File: config.mk
export PLATFORM = sky130hd
export DESIGN_NAME = ps2_keyboard
export DESIGN_NICKNAME = d
export VERILOG_FILES = /design/src/rtl/ps2_keyboard_pkg.sv /design/src/rtl/ps2_rx.sv /design/src/rtl/ps2_keyboard.sv
export SDC_FILE = /design/constraint.sdc
export NUM_CORES = 1
export LEC_CHECK = 0
export ABC_CLOCK_PERIOD_IN_PS = 4900
export BUFFER_PORTS_ARGS = -buffer_cell sky130_fd_sc_hd__buf_2
export CAP_MARGIN = 20
export CORE_MARGIN = 2
export CORE_UTILIZATION = 60
export CTS_CLUSTER_DIAMETER = 150
export DETAILED_ROUTE_END_ITERATION = 7
export PLACE_DENSITY = 0.81
export SYNTH_ARGS = -nofsm -noshare
export SYNTH_HDL_FRONTEND = slang
export SYNTH_SLANG_ARGS = --single-unit
File: constraint.sdc
create_clock -name clk -period 4.9 [get_ports clk]
set_input_delay 0.245 -clock clk [delete_from_list [all_inputs] [get_ports clk]]
set_output_delay 0.245 -clock clk [all_outputs]
set_load 0.1 [all_outputs]
File: src/rtl/ps2_keyboard_pkg.sv
// Shared register map, prefix bytes and event format for the PS/2 keyboard block.
// Serves as the kb_regs companion to the system memory-size definitions.
package ps2_keyboard_pkg;

    localparam int unsigned KB_ADDR_WIDTH  = 4;
    localparam int unsigned KB_EVENT_WIDTH = 10;

    localparam logic [KB_ADDR_WIDTH-1:0] KB_REG_STATUS = 4'd0;
    localparam logic [KB_ADDR_WIDTH-1:0] KB_REG_DATA   = 4'd1;
    localparam logic [KB_ADDR_WIDTH-1:0] KB_REG_LAST   = 4'd2;

    localparam int unsigned KB_ST_NEMPTY    = 0;
    localparam int unsigned KB_ST_OVF       = 1;
    localparam int unsigned KB_ST_PERR      = 2;
    localparam int unsigned KB_ST_FERR      = 3;
    localparam int unsigned KB_ST_COUNT_LSB = 8;
    localparam int unsigned KB_VALID_BIT    = 16;

    localparam logic [7:0] PS2_EXT = 8'hE0;
    localparam logic [7:0] PS2_BRK = 8'hF0;

    typedef logic [KB_EVENT_WIDTH-1:0] kb_event_t;

    function automatic logic odd_parity_ok(logic [7:0] data, logic parity);
        return ^{data, parity};
    endfunction

endpackage

File: src/rtl/ps2_rx.sv
// PS/2 frame receiver: pin synchronisers, falling-edge detect, 11-bit deserialiser
// with idle timeout, and a combinational parity/framing check on the final bit.
module ps2_rx
    import ps2_keyboard_pkg::*;
#(
    parameter int unsigned TIMEOUT_CYCLES = 50000
) (
    input  logic       clk,
    input  logic       rst_n,
    input  logic       ps2_clk,
    input  logic       ps2_data,
    output logic       byte_valid,
    output logic [7:0] rx_byte,
    output logic       perr_pulse,
    output logic       ferr_pulse
);

    localparam int unsigned TW = $clog2(TIMEOUT_CYCLES + 1);

    logic [1:0]    clk_sync_q;
    logic [1:0]    data_sync_q;
    logic          clk_prev_q;
    logic          fall_q;
    logic [3:0]    bit_cnt_q;
    logic [9:0]    frame_q;
    logic [TW-1:0] to_cnt_q;

    logic last_bit, frame_bad, par_bad;

    always_ff @(posedge clk or negedge rst_n) begin
        if (!rst_n) begin
            clk_sync_q  <= 2'b11;
            data_sync_q <= 2'b11;
            clk_prev_q  <= 1'b1;
            fall_q      <= 1'b0;
        end else begin
            clk_sync_q  <= {clk_sync_q[0], ps2_clk};
            data_sync_q <= {data_sync_q[0], ps2_data};
            clk_prev_q  <= clk_sync_q[1];
            fall_q      <= clk_prev_q & ~clk_sync_q[1];
        end
    end

    // frame_q shifts right: after ten bits, [0] is start, [8:1] data, [9] parity.
    always_ff @(posedge clk or negedge rst_n) begin
        if (!rst_n) begin
            bit_cnt_q <= 4'd0;
            frame_q   <= 10'd0;
            to_cnt_q  <= '0;
        end else if (fall_q) begin
            to_cnt_q <= '0;
            if (bit_cnt_q == 4'd10) begin
                bit_cnt_q <= 4'd0;
            end else begin
                bit_cnt_q <= bit_cnt_q + 4'd1;
                frame_q   <= {data_sync_q[1], frame_q[9:1]};
            end
        end else if (bit_cnt_q != 4'd0) begin
            if (to_cnt_q == TW'(TIMEOUT_CYCLES - 1)) begin
                bit_cnt_q <= 4'd0;
                to_cnt_q  <= '0;
            end else begin
                to_cnt_q <= to_cnt_q + 1'b1;
            end
        end
    end

    always_comb begin
        rx_byte    = frame_q[8:1];
        last_bit   = fall_q && (bit_cnt_q == 4'd10);
        frame_bad  = frame_q[0] | ~data_sync_q[1];
        par_bad    = ~odd_parity_ok(frame_q[8:1], frame_q[9]);
        byte_valid = last_bit & ~frame_bad & ~par_bad;
        perr_pulse = last_bit & par_bad;
        ferr_pulse = last_bit & frame_bad;
    end

endmodule

File: src/rtl/ps2_keyboard.sv
// PS/2 keyboard register block: folds E0/F0 prefixes into 10-bit key events,
// buffers them in a FIFO and serves STATUS/DATA/LAST reads with pop and sticky clear.
module ps2_keyboard
    import ps2_keyboard_pkg::*;
#(
    parameter int unsigned FIFO_DEPTH     = 16,
    parameter int unsigned TIMEOUT_CYCLES = 50000
) (
    input  logic                     clk,
    input  logic                     rst_n,
    input  logic                     ps2_clk,
    input  logic                     ps2_data,
    input  logic                     kb_read,
    input  logic [KB_ADDR_WIDTH-1:0] kb_addr,
    output logic [31:0]              kb_rdata
);

    localparam int unsigned PW = $clog2(FIFO_DEPTH);
    localparam int unsigned CW = PW + 1;

    logic       byte_valid, perr_pulse, ferr_pulse;
    logic [7:0] rx_byte;

    ps2_rx #(
        .TIMEOUT_CYCLES(TIMEOUT_CYCLES)
    ) u_rx (
        .clk       (clk),
        .rst_n     (rst_n),
        .ps2_clk   (ps2_clk),
        .ps2_data  (ps2_data),
        .byte_valid(byte_valid),
        .rx_byte   (rx_byte),
        .perr_pulse(perr_pulse),
        .ferr_pulse(ferr_pulse)
    );

    kb_event_t         mem [FIFO_DEPTH];
    logic [PW-1:0]     wr_ptr_q, rd_ptr_q;
    logic [CW-1:0]     count_q;
    logic              ext_q, brk_q;
    logic              ovf_q, perr_q, ferr_q;
    kb_event_t         last_q;
    logic              last_valid_q;

    logic      is_prefix, push_req, push, pop, ovf_set, full, empty, rd_status, rd_data;
    kb_event_t new_event;

    always_comb begin
        is_prefix = (rx_byte == PS2_EXT) || (rx_byte == PS2_BRK);
        push_req  = byte_valid & ~is_prefix;
        full      = (count_q == CW'(FIFO_DEPTH));
        empty     = (count_q == '0);
        rd_status = kb_read && (kb_addr == KB_REG_STATUS);
        rd_data   = kb_read && (kb_addr == KB_REG_DATA);
        pop       = rd_data & ~empty;
        // A pop on the same edge frees the slot the incoming event needs.
        push      = push_req & (~full | pop);
        ovf_set   = push_req & full & ~pop;
        new_event = {brk_q, ext_q, rx_byte};
    end

    always_ff @(posedge clk) begin
        if (push) begin
            mem[wr_ptr_q] <= new_event;
        end
    end

    always_ff @(posedge clk or negedge rst_n) begin
        if (!rst_n) begin
            wr_ptr_q     <= '0;
            rd_ptr_q     <= '0;
            count_q      <= '0;
            ext_q        <= 1'b0;
            brk_q        <= 1'b0;
            ovf_q        <= 1'b0;
            perr_q       <= 1'b0;
            ferr_q       <= 1'b0;
            last_q       <= '0;
            last_valid_q <= 1'b0;
        end else begin
            if (push) begin
                wr_ptr_q     <= wr_ptr_q + 1'b1;
                last_q       <= new_event;
                last_valid_q <= 1'b1;
            end
            if (pop) begin
                rd_ptr_q <= rd_ptr_q + 1'b1;
            end
            count_q <= count_q + CW'(push) - CW'(pop);

            if (perr_pulse || ferr_pulse) begin
                ext_q <= 1'b0;
                brk_q <= 1'b0;
            end else if (byte_valid) begin
                if (rx_byte == PS2_EXT) begin
                    ext_q <= 1'b1;
                end else if (rx_byte == PS2_BRK) begin
                    brk_q <= 1'b1;
                end else begin
                    ext_q <= 1'b0;
                    brk_q <= 1'b0;
                end
            end

            ovf_q  <= ovf_set    | (ovf_q  & ~rd_status);
            perr_q <= perr_pulse | (perr_q & ~rd_status);
            ferr_q <= ferr_pulse | (ferr_q & ~rd_status);
        end
    end

    always_comb begin
        kb_rdata = '0;
        case (kb_addr)
            KB_REG_STATUS: begin
                kb_rdata[KB_ST_NEMPTY] = ~empty;
                kb_rdata[KB_ST_OVF]    = ovf_q;
                kb_rdata[KB_ST_PERR]   = perr_q;
                kb_rdata[KB_ST_FERR]   = ferr_q;
                kb_rdata[KB_ST_COUNT_LSB +: 8] = 8'(count_q);
            end
            KB_REG_DATA: begin
                if (!empty) begin
                    kb_rdata[KB_EVENT_WIDTH-1:0] = mem[rd_ptr_q];
                    kb_rdata[KB_VALID_BIT]       = 1'b1;
                end
            end
            KB_REG_LAST: begin
                kb_rdata[KB_EVENT_WIDTH-1:0] = last_q;
                kb_rdata[KB_VALID_BIT]       = last_valid_q;
            end
            default: kb_rdata = '0;
        endcase
    end

endmodule

### After elaboration in Yosys (flattened, before gate mapping)

Memories as Yosys holds them, arrays and structs flattened.
Index checks and enable logic that the tools add are counted.

| cells by class | value |
|---|---|
| add/sub/neg operators | 6 |
| equal/unequal tests | 9 |
| mux-type cells | 24 |
| bitwise logic cells | 28 |
| reductions and logical operators | 16 |

Operators by type and width:

| operator | number |
|---|---|
| $mux 16 | 3 |
| $add 16x1->16 const B | 1 |
| $eq 16x16->1 const B | 1 |
| $eq 8x8->1 const B | 2 |
| $mux 4 | 4 |
| $and 1x1->1 | 13 |
| $add 4x1->4 const B | 3 |
| $pmux 4 s3 | 1 |
| $mux 1 | 11 |
| $mux 10 | 1 |
| $not 1->1 | 10 |
| $reduce_xor 9->1 | 1 |
| $pmux 4 s2 | 1 |
| $reduce_and 2->1 | 4 |
| $pmux 2 s3 | 1 |
| $reduce_bool 2->1 | 3 |
| $add 5x1->5 | 1 |
| $eq 5x5->1 const B | 1 |
| $logic_not 5->1 | 1 |
| $or 1x1->1 | 5 |
| $sub 5x1->5 | 1 |
| $eq 4x1->1 const B | 1 |
| $eq 4x2->1 const B | 1 |
| $eq 4x4->1 const B | 1 |
| 8 further kinds | 11 |

| word-level totals | value |
|---|---|
| register bits after elaboration | 65 |
| bits in writable memories | 160 |
| logic and storage cells | 101 |
| memories | 1 |

Memories:

| memory | words | width | read ports | clocked after Yosys merged registers in | write ports | line | text |
|---|---|---|---|---|---|---|---|
| mem | 16 | 10 | 1 | 0 | 1 | ps2_keyboard.sv:37 | `kb_event_t mem [FIFO_DEPTH];` |

### Longest topological paths before layout

| depth | value |
|---|---|
| word-level depth | 9 |
| mapped depth | 20 |
| depth with buffers taken out | 17 |

### Modules after synthesis

From an unflattened synthesis, not the netlist that was laid out.

| second synthesis, totals | value |
|---|---|
| cell total of the unflattened synthesis | 591 |
| area, all modules | 9,786.9 µm² |

By module, submodules not included:

| module | times used | cells each | area each (µm²) |
|---|---|---|---|
| ps2_keyboard | 1 | 426 | 7,957.6 |
| ps2_rx | 1 | 165 | 1,829.3 |

### Worst setup path after synthesis

OpenSTA, ideal clock, no wires.

| timing | value |
|---|---|
| kind | flip-flop to output port |
| start | register rd_ptr_q[2] |
| end | output port kb_rdata[4] |
| arrival time | 3.502 ns |
| required time | 4.655 ns |
| setup slack | 1.153 ns |
| stages on the path, launching flop included | 7 |
| path buffers | 3 |
| cells stage by stage | dfrtp_1 clkbuf_1 buf_2 buf_1 mux4_2 a221oi_1 o21ai_0 |

| between the ends | value |
|---|---|
| word-level cells in the longest chain between the ends | 3 |

RTL lines:

| item | line | text |
|---|---|---|
| start, declared | ps2_keyboard.sv:38 | `logic [PW-1:0] wr_ptr_q, rd_ptr_q;` |
| start signal, assigned | ps2_keyboard.sv:87 | `rd_ptr_q <= rd_ptr_q + 1'b1;` |
| $mem_v2 16x10 | - |  |
| $mux 10 | ps2_keyboard.sv:122 | `if (!empty) begin` |
| $pmux 4 s2 | ps2_keyboard.sv:113 | `case (kb_addr)` |
| end, declared | ps2_keyboard.sv:15 | `output logic [31:0] kb_rdata` |

Every way passes these cells.

### Worst setup path in the final report

| timing | value |
|---|---|
| start | register rd_ptr_q[0] |
| end | output port kb_rdata[9] |

| between the ends | value |
|---|---|
| word-level cells in the longest chain between the ends | 3 |

RTL lines:

| item | line |
|---|---|
| $mem_v2 16x10 | - |
| $mux 10 | ps2_keyboard.sv:122 |
| $pmux 2 s3 | ps2_keyboard.sv:113 |

Every way passes these cells.

==> flow_metrics.py <==
metrics = {
    "placement": {
        "detail_placement_hpwl_mm": 12.1,
        "dpl.cell_count": 809,
        "numPortBuffers": 22,
        "gp_routability_congestion": 0.839,
    },
    "setup_path": {
        "arrival_ps": 3620,
        "critical_path.max_stage_delay_ps": 980,
        "critical_path.slowest_cell": "sky130_fd_sc_hd__dfrtp_2",
        "critPathLaunchType": "register",
        "type_of_the_worst_setup_path": "reg2out",
        "path_cells": "buf_4 > mux4_2 > a22oi_1 > a21oi_1 > a221o_1 > buf_2",
        "path_max_fanout": 28,
        "timing.critical_path.to_type": "output port",
        "timing.critical_path.required_ps": 4660,
    },
    "drt": {
        "postRouteWirelength_mm": 19.8,
        "remaining_drc_errors": 0,
        "routed_via_density": 6.23,
        "route.antenna.remaining_nets": 0,
        "detailroute.via_count": 5339,
        "first_pass_iters": 5,
        "avgRoutedWirePerCell_um": 23.2,
        "number_of_design_rule_violations_left_by_the_first_detailed_router_iteration": 610,
    },
    "clock_tree": {
        "numClockSinks": 225,
        "h-tree-depth": 1,
        "tritoncts": "yes",
        "insertion_delay_ps": 520,
        "cts_buffers": 24,
        "clk_pin_slew_worst_paths_ps": 60,
        "max-clock-path-buffers": 3,
        "root_buffer": "sky130_fd_sc_hd__clkbuf_16",
        "cts_post_setup_buffers_inserted": 0,
    },
    "logic_synthesis": {
        "synth_cell_type_count": 53,
        "asyncSetResetFlopFracSynth_pct": 28.9,
        "synthCells": 587,
        "synthAdderAreaFrac_pct": 2.18,
        "synth_compound_area_share_pct": 5.16,
        "synth_simple_gate_area_share_pct": 7.14,
        "synth_top_family_by_area": "multiplexers",
        "synth.most_common_cell": "sky130_fd_sc_hd__edfxtp_1",
        "post-synth-top-area-fraction_pct": 50.4,
        "dominantRegCellSynth": "sky130_fd_sc_hd__edfxtp_1",
        "synth_area_um2": 9530,
        "ys_warn_count": 0,
        "parity_gate_share_of_the_synthesized_area_counting_xor_and_xnor_cells_pct": 2.44,
        "yosys-top-cells-area": "sky130_fd_sc_hd__edfxtp_1 50%, sky130_fd_sc_hd__dfrtp_1 16%, sky130_fd_sc_hd__mux4_2 9.2%, sky130_fd_sc_hd__mux2_2 2.2%, sky130_fd_sc_hd__ha_1 2.0%",
        "synth_seq_area_share_pct": 67.5,
        "synthTopCellsByCount": "160 x sky130_fd_sc_hd__edfxtp_1, 60 x sky130_fd_sc_hd__dfrtp_1, 39 x sky130_fd_sc_hd__mux4_2",
        "post_synthesis_mux_area_share_pct": 12.1,
        "synth_largest_area_cell": "sky130_fd_sc_hd__edfxtp_1",
        "yosys_register_bits": 225,
        "synth_area_per_cell_um2": 16.2,
        "number_of_enable_type_register_cells_in_the_synthesized_netlist": 160,
    },
    "timing": {
        "holdWs_ps": 115,
        "fmax_mhz": 259,
        "finClkSkew_ps": 22.2,
        "setup_viol": 0,
        "max-slew-margin-rel_pct": 35.3,
        "final_max_slew_viol_count": 0,
        "final.period_utilization_pct": 78.8,
        "final.setup.tns_ps": 0,
        "hold_viol": 0,
        "rsz0062_at_grt": "no",
        "period_needed_ps": 3860,
        "worstMarginPinSlew_ps": 969,
    },
    "final_layout": {
        "final.fill_count": 983,
        "final-instance-count-excl-fill": 857,
        "syn_to_final_growth_pct": 11.9,
        "antenna_diodes": 0,
        "nets": 648,
        "post-route-util_pct": 67.9,
        "post_route_cells_drive_above_1_share_pct": 22.8,
    },
    "die": {
        "design.portCount": 41,
        "fp.dieW_um": 130,
        "rows": 46,
        "initial_core_util_pct": 60.7,
        "core_area_um2": 15700,
        "dieHeight_um": 130,
        "die_ar_um2": 16900,
    },
    "global_routing": {
        "grt_remaining_overflow": 0,
        "gr-usage-all-layers_pct": 24.3,
        "vias_in_the_first_global_route": 5298,
        "largest_net_degree_at_the_start_of_global_routing": 66,
        "grt_antenna_before_repair": 0,
        "first_pass_grt_wire_length_mm": 30.4,
    },
    "run_status": {
        "status": "completed",
    },
    "hold_path": {
        "min_path_type": "in2reg",
    },
    "power": {
        "vdd_ir_drop_max_v": 0.000338,
        "p_per_area_nw_per_um2": 542,
        "total_leakage_power_uw": 0.00403,
        "post-layout-total-power_uw": 5780,
    },
    "job": {
        "timing.max_cap.violations": 0,
    },
}
==> per-layer routing <==
layer / track usage (%) / vias up / part of all wire [%]
met5: 0 / - / 0
met3: 3.73 / 47 / 8.0
met4: 7.53 / 0 / 2.6
met1: 33.0 / 2733 / 38
met2: 41.4 / 263 / 52
li1: - / 2296 / -
==> worst max-delay path: cells and delay by family, from the launching register on <==
family	cells	cell delay [ps]
flip-flops	1	980
multiplexers	1	520
AO/OA/AOI/OAI	3	910
buffers and inverters	2	660
==> state kept, by name (all words and copies together), names as in the netlist, 2 cells and up <==
name and count:
mem 160, u_rx.to_cnt_q 16, last_q 10, u_rx.frame_q 10
count_q 5, rd_ptr_q 4, u_rx.bit_cnt_q 4, wr_ptr_q 4
u_rx.clk_sync_q 2, u_rx.data_sync_q 2
==> final timing paths <==
path / start / endpoint / slack, ps / cells after the start
min in group asynchronous: rst_n / count_q[4]$_DFF_PN0_ / 460 / 3
max in group asynchronous: rst_n / u_rx.to_cnt_q[2]$_DFFE_PN0P_ / 3880 / 3
setup reg to reg: count_q[3]$_DFF_PN0_ / count_q[4]$_DFF_PN0_ / 1240 / 15
hold reg to reg: u_rx.data_sync_q[0]$_DFF_PN1_ / u_rx.data_sync_q[1]$_DFF_PN1_ / 360 / 0
hold / removal: kb_read / ovf_q$_DFF_PN0_ / 120 / 4
setup / recovery: rd_ptr_q[0]$_DFFE_PN0N_ / kb_rdata[9] / 1040 / 6
==> where the power goes <==
group	internal [uW]	switching (uW)
Clock	1140	718
Combinational	576	617
Sequential	2330	398
==> through the flow <==
stage | area [um2] | setup WS, ps
floorplan | 9600 | 1150
global placement | 9800 | 1500
detailed placement | 9800 | 1350
CTS | 10700 | 986
global route | 10700 | 866
finish | 10700 | 1040
==> placed cells by master (no fill, tap or decap), drive strengths merged, types with 2 or more instances in the layout <==
cell type / synthesis / layout
edfxtp: 160 / 160
dfrtp: 60 / 60
mux4: 39 / 39
buf: 31 / 32
clkbuf: 11 / 31
nand2: 27 / 27
o21ai: 25 / 25
nor2: 24 / 24
mux2: 22 / 22
and3: 21 / 21
inv: 19 / 19
conb: 1 / 18
xnor2: 17 / 17
ha: 15 / 15
nand3: 13 / 13
a22oi: 10 / 10
clkinv: 0 / 10
nor2b: 8 / 8
a21oi: 8 / 8
nor4: 6 / 6
xor2: 6 / 6
and2: 5 / 5
a221o: 5 / 5
o31ai: 5 / 5
dfstp: 5 / 5
a22o: 4 / 4
a221oi: 4 / 4
a31oi: 4 / 4
or2: 4 / 4
nor3: 3 / 3
nand4: 3 / 3
bufinv: 0 / 3
dlygate4sd3: 0 / 3
or3b: 2 / 2
o211ai: 2 / 2
nand4b: 2 / 2
mux2i: 2 / 2
nand2b: 2 / 2
nor4b: 2 / 2
==> timing repair <==
item                                    CTS  global route
endpoints found under the setup margin    0             0
endpoints found under the hold margin    62             0
gates resized for setup                   0             0
hold buffers                              3             0
==> kinds of logic (layout without fill, tap and decap cells) <==
logic type	after synthesis	in the layout
compound gates	71	71
other cells	1	18
flops	225	225
fa+ha+maj	16	16
buf+inv	61	98
mux	63	63
xor+xnor	24	24
simple gates	126	126
==> layout make-up <==
| class | count | area, um2 | share of cell area, % |
|---|---|---|---|
| Timing Repair Buffer | 35 | 213 | 1.99 |
| Sequential cell | 225 | 6440 | 60.4 |
| Tap cell | 216 | 270 | 2.53 |
| Multi-Input combinational cell | 318 | 2840 | 26.7 |
| Inverter | 19 | 71.3 | 0.669 |
| Clock inverter | 13 | 138 | 1.29 |
| Clock buffer | 31 | 688 | 6.45 |
(Power assumes the default switching activity.)
